**src/rtl/uart_defs.sv**
```systemverilog
`default_nettype none
// ============================================================================
// Module   : uart_defs (package)
// Brief    : Shared state encodings, error codes and default sync byte for
//            the UART frame controller.
// Revision : 1.0 - initial release
// ============================================================================
package uart_defs;

   // Frame start marker used when the instantiating design does not override it
   localparam logic [7:0] DEFAULT_SYNC_BYTE = 8'hA5;

   // Frame parser states
   localparam logic [1:0] ST_IDLE        = 2'd0;
   localparam logic [1:0] ST_GET_LEN     = 2'd1;
   localparam logic [1:0] ST_GET_PAYLOAD = 2'd2;
   localparam logic [1:0] ST_GET_CHK     = 2'd3;

   // Drop causes reported on error_code
   localparam logic [1:0] ERR_BAD_LEN    = 2'b01;
   localparam logic [1:0] ERR_BAD_CHK    = 2'b10;
   localparam logic [1:0] ERR_TIMEOUT    = 2'b11;

endpackage
`default_nettype wire

```
**src/rtl/frame_timeout_timer.sv**
```systemverilog
`default_nettype none
// ============================================================================
// Module   : frame_timeout_timer
// Brief    : Inter-byte watchdog. Counts enabled cycles since the last clear
//            and flags expiry when the count sits at TIMEOUT_CLKS-1 without a
//            clear in the same cycle.
// Revision : 1.0 - initial release
// ============================================================================
module frame_timeout_timer #(
   parameter int TIMEOUT_CLKS = 1000
) (
   input  logic clock,
   input  logic reset,
   input  logic clear,
   input  logic enable,
   output logic expire
);

   localparam int CW = $clog2(TIMEOUT_CLKS + 1);

   logic [CW-1:0] count;

   // Clear has priority so a byte arriving on the expiry cycle wins
   assign expire = enable && !clear && (count == CW'(TIMEOUT_CLKS - 1));

   // Cycle counter: reset/clear to zero, otherwise count while enabled
   always_ff @(posedge clock) begin
      if (reset || clear) begin
         count <= '0;
      end else if (enable) begin
         count <= count + CW'(1);
      end
   end

endmodule
`default_nettype wire

```
**src/rtl/uart_frame_controller.sv**
```systemverilog
`default_nettype none
// ============================================================================
// Module   : uart_frame_controller
// Brief    : Parses SYNC, LEN, payload, CHK frames from a byte strobe stream,
//            publishing good payloads and flagging dropped frames.
// Revision : 1.0 - initial release
// ============================================================================
module uart_frame_controller
   import uart_defs::*;
#(
   parameter logic [7:0] SYNC_BYTE    = DEFAULT_SYNC_BYTE,
   parameter int         MAX_LEN      = 4,
   parameter int         TIMEOUT_CLKS = 1000
) (
   input  logic        clock,
   input  logic        reset,
   input  logic        rx_byte_ready,
   input  logic [7:0]  rx_data,
   output logic [31:0] par_data,
   output logic [2:0]  par_len,
   output logic        par_valid,
   output logic        frame_error,
   output logic [1:0]  error_code,
   output logic        busy
);

   localparam logic [7:0] MAX_LEN_BYTE = 8'(MAX_LEN);

   logic [1:0]  state;
   logic [2:0]  len;
   logic [1:0]  idx;
   logic [7:0]  chk;
   logic [31:0] shadow;
   logic        expire;

   assign busy = (state != ST_IDLE);

   // Counter idles at zero in IDLE, so entering GET_LEN always starts fresh
   frame_timeout_timer #(
      .TIMEOUT_CLKS (TIMEOUT_CLKS)
   ) u_timer (
      .clock  (clock),
      .reset  (reset),
      .clear  (rx_byte_ready || !busy),
      .enable (busy),
      .expire (expire)
   );

   // Frame parser: byte strobes advance the state, timeout drops the frame
   always_ff @(posedge clock) begin
      if (reset) begin
         state       <= ST_IDLE;
         len         <= '0;
         idx         <= '0;
         chk         <= '0;
         shadow      <= '0;
         par_data    <= '0;
         par_len     <= '0;
         par_valid   <= 1'b0;
         frame_error <= 1'b0;
         error_code  <= '0;
      end else begin
         par_valid   <= 1'b0;
         frame_error <= 1'b0;
         if (rx_byte_ready) begin
            case (state)
               ST_IDLE: begin
                  if (rx_data == SYNC_BYTE) begin
                     state <= ST_GET_LEN;
                  end
               end
               ST_GET_LEN: begin
                  if (rx_data == 8'd0 || rx_data > MAX_LEN_BYTE) begin
                     frame_error <= 1'b1;
                     error_code  <= ERR_BAD_LEN;
                     state       <= ST_IDLE;
                  end else begin
                     // Zeroing the shadow leaves unused upper bytes at zero
                     len    <= rx_data[2:0];
                     idx    <= '0;
                     chk    <= rx_data;
                     shadow <= '0;
                     state  <= ST_GET_PAYLOAD;
                  end
               end
               ST_GET_PAYLOAD: begin
                  shadow[{idx, 3'b000} +: 8] <= rx_data;
                  chk <= chk ^ rx_data;
                  idx <= idx + 2'd1;
                  if ({1'b0, idx} == len - 3'd1) begin
                     state <= ST_GET_CHK;
                  end
               end
               ST_GET_CHK: begin
                  if (rx_data == chk) begin
                     par_data  <= shadow;
                     par_len   <= len;
                     par_valid <= 1'b1;
                  end else begin
                     frame_error <= 1'b1;
                     error_code  <= ERR_BAD_CHK;
                  end
                  state <= ST_IDLE;
               end
               default: state <= ST_IDLE;
            endcase
         end else if (expire) begin
            frame_error <= 1'b1;
            error_code  <= ERR_TIMEOUT;
            state       <= ST_IDLE;
         end
      end
   end

endmodule
`default_nettype wire

```
**config.mk**
```make
export PLATFORM = sky130hd
export DESIGN_NAME = uart_frame_controller
export DESIGN_NICKNAME = d
export VERILOG_FILES = /design/src/rtl/uart_defs.sv /design/src/rtl/frame_timeout_timer.sv /design/src/rtl/uart_frame_controller.sv
export SDC_FILE = /design/constraint.sdc
export NUM_CORES = 1
export LEC_CHECK = 0
export CAP_MARGIN = 10
export CORE_ASPECT_RATIO = 1.4
export CORE_MARGIN = 2
export CORE_UTILIZATION = 50
export DETAILED_ROUTE_END_ITERATION = 6
export PLACE_DENSITY_LB_ADDON = 0.05
export SYNTH_ARGS = -nofsm -noshare
export SYNTH_HDL_FRONTEND = slang
export SYNTH_SLANG_ARGS = --single-unit
```
**constraint.sdc**
```tcl
create_clock -name clock -period 2.6 [get_ports clock]
set_clock_uncertainty 0.1 [all_clocks]
set_input_delay 0.78 -clock clock [delete_from_list [all_inputs] [get_ports clock]]
set_output_delay 0.78 -clock clock [all_outputs]
set_load 0.02 [all_outputs]
```
Word level (Yosys, flattened, before mapping)
Cells that the tools add are included.
Storage, ports and cells
  register bits: 96
  latch bits: 0
  bits in writable memories: 0
  bits in read-only memories: 0
  input port bits: 11
  word-level logic and storage cells: 77
  memories kept: 0
Cells by class
  $add $sub $neg: 4
  multiply operators: 0
  divide/modulo/power cells: 0
  $lt $le $gt $ge: 1
  equality and inequality tests: 13
  shift operators: 2
  multiplexer cells: 24
  bitwise gates (word level): 4
  reductions and logical operators: 18
Operators with widths (number)
  $pmux 32 s2: 1
  $bwmux 32: 1
  $mux 32: 1
  $shift 8x7->32 const A: 1
  $shiftx 8x7->32: 1
  $mux 2: 10
  $pmux 8 s2: 1
  $ne 3x3->1 const B: 4
  $reduce_and 3->1: 4
  $add 10x1->10 const B: 1
  $eq 10x10->1 const B: 1
  $eq 8x8->1: 1
  $eq 8x8->1 const B: 1
  $gt 8x3->1 const B: 1
  $logic_not 8->1: 1
  $mux 8: 1
  $pmux 2 s2: 2
  $pmux 2 s4: 1
  $xor 8x8->8: 1
  $neg 5->7: 1
  $reduce_bool 2->1: 3
  $mux 1: 5
  $eq 2x2->1 const B: 2
  $reduce_and 4->1: 1
  other kinds (13): 19

Depth between registers and ports, before layout
  depth after elaboration: 8
  mapped depth: 8

Hierarchy
A second synthesis with hierarchy kept.
Unflattened totals
  cells, all modules: 450
  area, all modules: 4167.7 um2
Modules (own cells, without submodules)
  uart_frame_controller: instances 1, cells an instance 397, area an instance 3687.3 um2, seq. area each 1721.7 um2
  frame_timeout_timer: instances 1, cells an instance 53, area an instance 480.5 um2, seq. area each 200.2 um2

Worst setup path after synthesis
No wires, ideal clock.
  kind: input port to flip-flop
  start point: input port rx_data[4]
  end point: register par_data[0]
  arrival time: 1.940 ns
  required time: 2.372 ns
  slack: 0.433 ns
  stages: 8
  path buffers: 3
  path through: buf_2 > xnor2_1 > nand4_1 > nor3_2 > buf_6 > buf_8 > mux2i_1 > nor2_1
On the way
  longest elaborated chain between the ends: 2
RTL lines
  start: declaration: line uart_frame_controller.sv:18  | input logic [7:0] rx_data,
  $eq 8x8->1: line uart_frame_controller.sv:95  | if (rx_data == chk) begin
  $reduce_and 3->1 (no line)
  end signal: assignment: line uart_frame_controller.sv:96  | par_data <= shadow;
  end: declaration: line uart_frame_controller.sv:19  | output logic [31:0] par_data,
No other way between the ends.
A chain may end at the register's enable or synchronous reset.

Worst setup path in the final report
  start point: input port rx_data[6]
  end point: register par_data[3]
The elaborated chain is that of the path after synthesis.

==> summary.md <==
| Metric | Value |
|---|---|
| Final-layout fill cell count | `689` |
| Power per unit of standard cell area | `576.8 nW/um2` |
| P_sw | `613.0 uW` |
| Std cell rows | `39` |
| Top cell types by occurrence after synthesis | `dfxtp_1 (96), nor2_1 (59), nand2_1 (49)` |
| CTS resizes | `0` |
| Largest net degree at the start of global routing | `52` |
| Maximum vdd ir drop | `457.3 uV` |
| Kind of launch point of the worst setup path | `input pin` |
| Remaining number of nets flagged by the antenna check after routing | `0` |
| Area contributors post-synth | `dfxtp_1 (45%), mux2i_1 (8.8%), nor2_1 (5.2%)` |
| Final Critical Period | `2.459 ns` |
| Register bit count reported by yosys | `96` |
| Area share of the leading cell type in the synthesized netlist | `45.50%` |
| Post-route worst setup slack | `0.1411 ns` |
| Die Y | `112.8 um` |
| Max-slew violation total from the final report | `0` |
| Post-layout net count | `558` |
| Min-Delay Path Class | `reg2reg` |
| Fraction of the mapped netlist area in compound gates | `12.29%` |
| Kind of critical path | `in2reg` |
| Total clock buffers created by CTS | `9` |
| Clock Sinks | `96` |
| Sw Ratio | `19.61%` |
| Startpoint of the most critical setup path | `rx_data[6]` |
| Total Routing Usage GR | `22.71%` |
| Sequential Power Share | `47.1%` |
| Headroom to the max-slew limit | `63.34%` |
| Worst endpoint required time | `2.72 ns` |
| Deepest clock path buffer count | `2` |
| Crit. End Element | `flip-flop` |
| Portion of total power attributed to the clock network | `49.0%` |
| Number of buffers inserted by post-CTS setup repair | `0` |
| Static leakage power | `1.886 nW` |
| Number of max-cap violations | `0` |
| Synthesized-area fraction occupied by xor and xnor cells | `3.940%` |
| DR DRC count | `0` |
| Vias after detailed routing | `3486` |
| Overall overflow remaining after global route | `0` |
| Final setup violation count | `0` |
| Number of port buffers | `50` |
| Adder-cell share of the synthesized area | `1.777%` |
| Number of hold-slack violations in the final timing report | `0` |
| DIE WIDTH | `81.68 um` |
| Placeable core region | `8198 um2` |
| Count of unique library cells instantiated by Yosys | `50` |
| Weighted congestion reported at the end of routability-driven placement | `0.8189` |
| Clk_lat worst skew | `0.34 ns` |
| H-tree Lvls | `3` |
| Drt wl/cell | `14.73 um` |
| Sum of net half-perimeters after detailed placement | `6.843 mm` |
| Number of warnings issued by yosys | `0` |
| Mapped Avg Cell Area | `9.143 um2` |
| Cell-internal power | `2.513 mW` |
| Clock Root Buffer | `clkbuf_16` |
| Vias in the first global route | `3486` |
| Cells after synthesis | `462` |
| Largest family of logic cells by synthesized area | `simple AND/OR/NAND/NOR gates` |
| Fin Hold WS | `0.3508 ns` |
| Hold wc startpoint | `u_timer.count[0]` |
| Highest achievable clock rate | `406.7 MHz` |
| Clock-pin slew reported for the worst setup and hold paths after clock tree synthesis | `0.06 ns` |
| Total nets after synthesis | `479` |
| Wire length of the first global-routing pass | `16.29 mm` |
| Number of design-rule violations left by the first detailed-router iteration | `148` |
| Most numerous cell in the Yosys netlist | `dfxtp_1` |
| Place WS | `-0.2182 ns` |
| Period utilization | `94.57%` |
| Core utilization of the finished layout | `66.12%` |
| Actual slew at the worst max-slew pin | `0.5499 ns` |
| Dominant register cell in the synthesized netlist | `dfxtp_1` |
| Detailed-route wire length | `9.561 mm` |
| Effective utilization at floorplan | `51.53%` |
| Synth async-reset ratio | `0%` |
| Initial antenna violation count | `1` |
| Area of the die | `9210 um2` |
| Cell area after technology mapping | `4224 um2` |
| Hold bufs inserted after CTS | `0` |
| CP max FO | `31` |
| Signal arrival time at the worst endpoint | `2.57 ns` |
| Portion of the post-synthesis area used by sequential elements | `45.50%` |
| Top Ports | `51` |
| Critical register-to-register path startpoint | `idx[0]` |
| Largest area contributor in the netlist | `dfxtp_1` |
| RSZ-0062 raised after global routing | `false` |
| Layout cell share with drive strength beyond 1 | `16.30%` |
| Result of the run | `completed` |
| Area grow syn2layout | `28.32%` |
| Vias per std cell | `5.371` |
| Part of the power in combinational logic | `3.9%` |
| EDFF count, synth | `0` |
| Simple logic cell fraction of the synthesized area | `22.07%` |
| Proportion of synthesized area in mux cells | `9.301%` |
| CTS tree | `yes` |
| First-pass iteration count of the detailed router | `4` |
==> kinds of logic after synthesis <==
logic type | Yosys count
DFF | 96
and+or+nand+nor | 184
xor gates and xnor gates | 19
AOI/OAI and AO/OA | 83
adders and majority gates | 6
buffers and inverters | 35
muxes | 39
==> registers in the layout (all words and copies together) (netlist names) <==
signal / cells
par_len: 3
par_data: 32
error_code: 2
len: 3
frame_error: 1
shadow: 32
chk: 8
state: 2
idx: 2
u_timer.count: 10
par_valid: 1
==> through the flow <==
stage | setup TNS, ns | power, mW | cells | area (um2)
after floorplan | 0 | 1.566 | 462 | 4224
after global placement | -8.794 | 1.627 | 632 | 5062
after detailed placement | -10.14 | 1.627 | 632 | 5062
after CTS | 0 | 3.150 | 648 | 5418
after global routing | 0 | 3.220 | 649 | 5420
final | 0 | 3.126 | 649 | 5420
==> cell usage in the layout (no fill, tap or decap), drive strengths merged, types with 2 or more instances in the layout <==
master,synthesis,routed
nand3,37,37
xor2,5,5
o21ba,2,2
mux2i,37,37
and4,2,2
ha,6,6
nand2,51,51
inv,6,6
bufinv,0,3
clkdlybuf4s50,0,49
nand2b,9,9
o21ai,27,27
nand4,5,5
nor2,60,60
clkbuf,11,11
dfxtp,96,96
nor4,5,5
a21boi,3,3
mux2,2,2
a31oi,3,3
xnor2,14,14
nor3,6,6
or2,2,2
buf,18,48
and3,2,2
a21oi,41,41
==> routing by layer <==
layer / track usage [%] / vias to the layer above / part of all wire (%)
li1: - / 1747 / -
met1: 25.91 / 1658 / 40
met2: 40.44 / 63 / 53
met3: 3.030 / 18 / 3.3
met4: 11.44 / 0 / 3.1
met5: 0 / - / 0
==> critical path: stages <==
cell,delay [ns]
clkdlybuf4s50_1,0.59
xnor2_1,0.15
nand4_1,0.20
nor3_4,0.27
buf_12,0.26
mux2i_1,0.23
nor2_1,0.05
==> power by group through the flow <==
stage	logic (mW)	registers [mW]	clock network (mW)
final	0.123	1.47	1.53
after global routing	0.132	1.47	1.62
after CTS	0.123	1.47	1.56
after detailed placement	0.122	1.50	0
after global placement	0.122	1.50	0
after floorplan	0.0618	1.50	0
==> area by class of cell <==
class	count	area (um2)	share of cell area (%)
inverters	6	22.52	0.4155
flip-flops and latches	96	1922	35.46
diodes	1	2.502	0.04617
well taps	102	127.6	2.355
repair buffers	97	898.4	16.57
clock inverters	5	102.6	1.893
multi-input cells	331	2092	38.60
clock buffers	11	252.7	4.663
==> final timing paths <==
| path | end | slack, ns | cells past startpoint |
|---|---|---|---|
| max reg2reg | shadow[13] | 0.42 | 6 |
| min reg2reg | u_timer.count[0] | 0.35 | 1 |
| min | u_timer.count[0] | 0.35 | 1 |
| max | par_data[3] | 0.14 | 7 |
No activity file was read; power rests on OpenSTA's default activity.
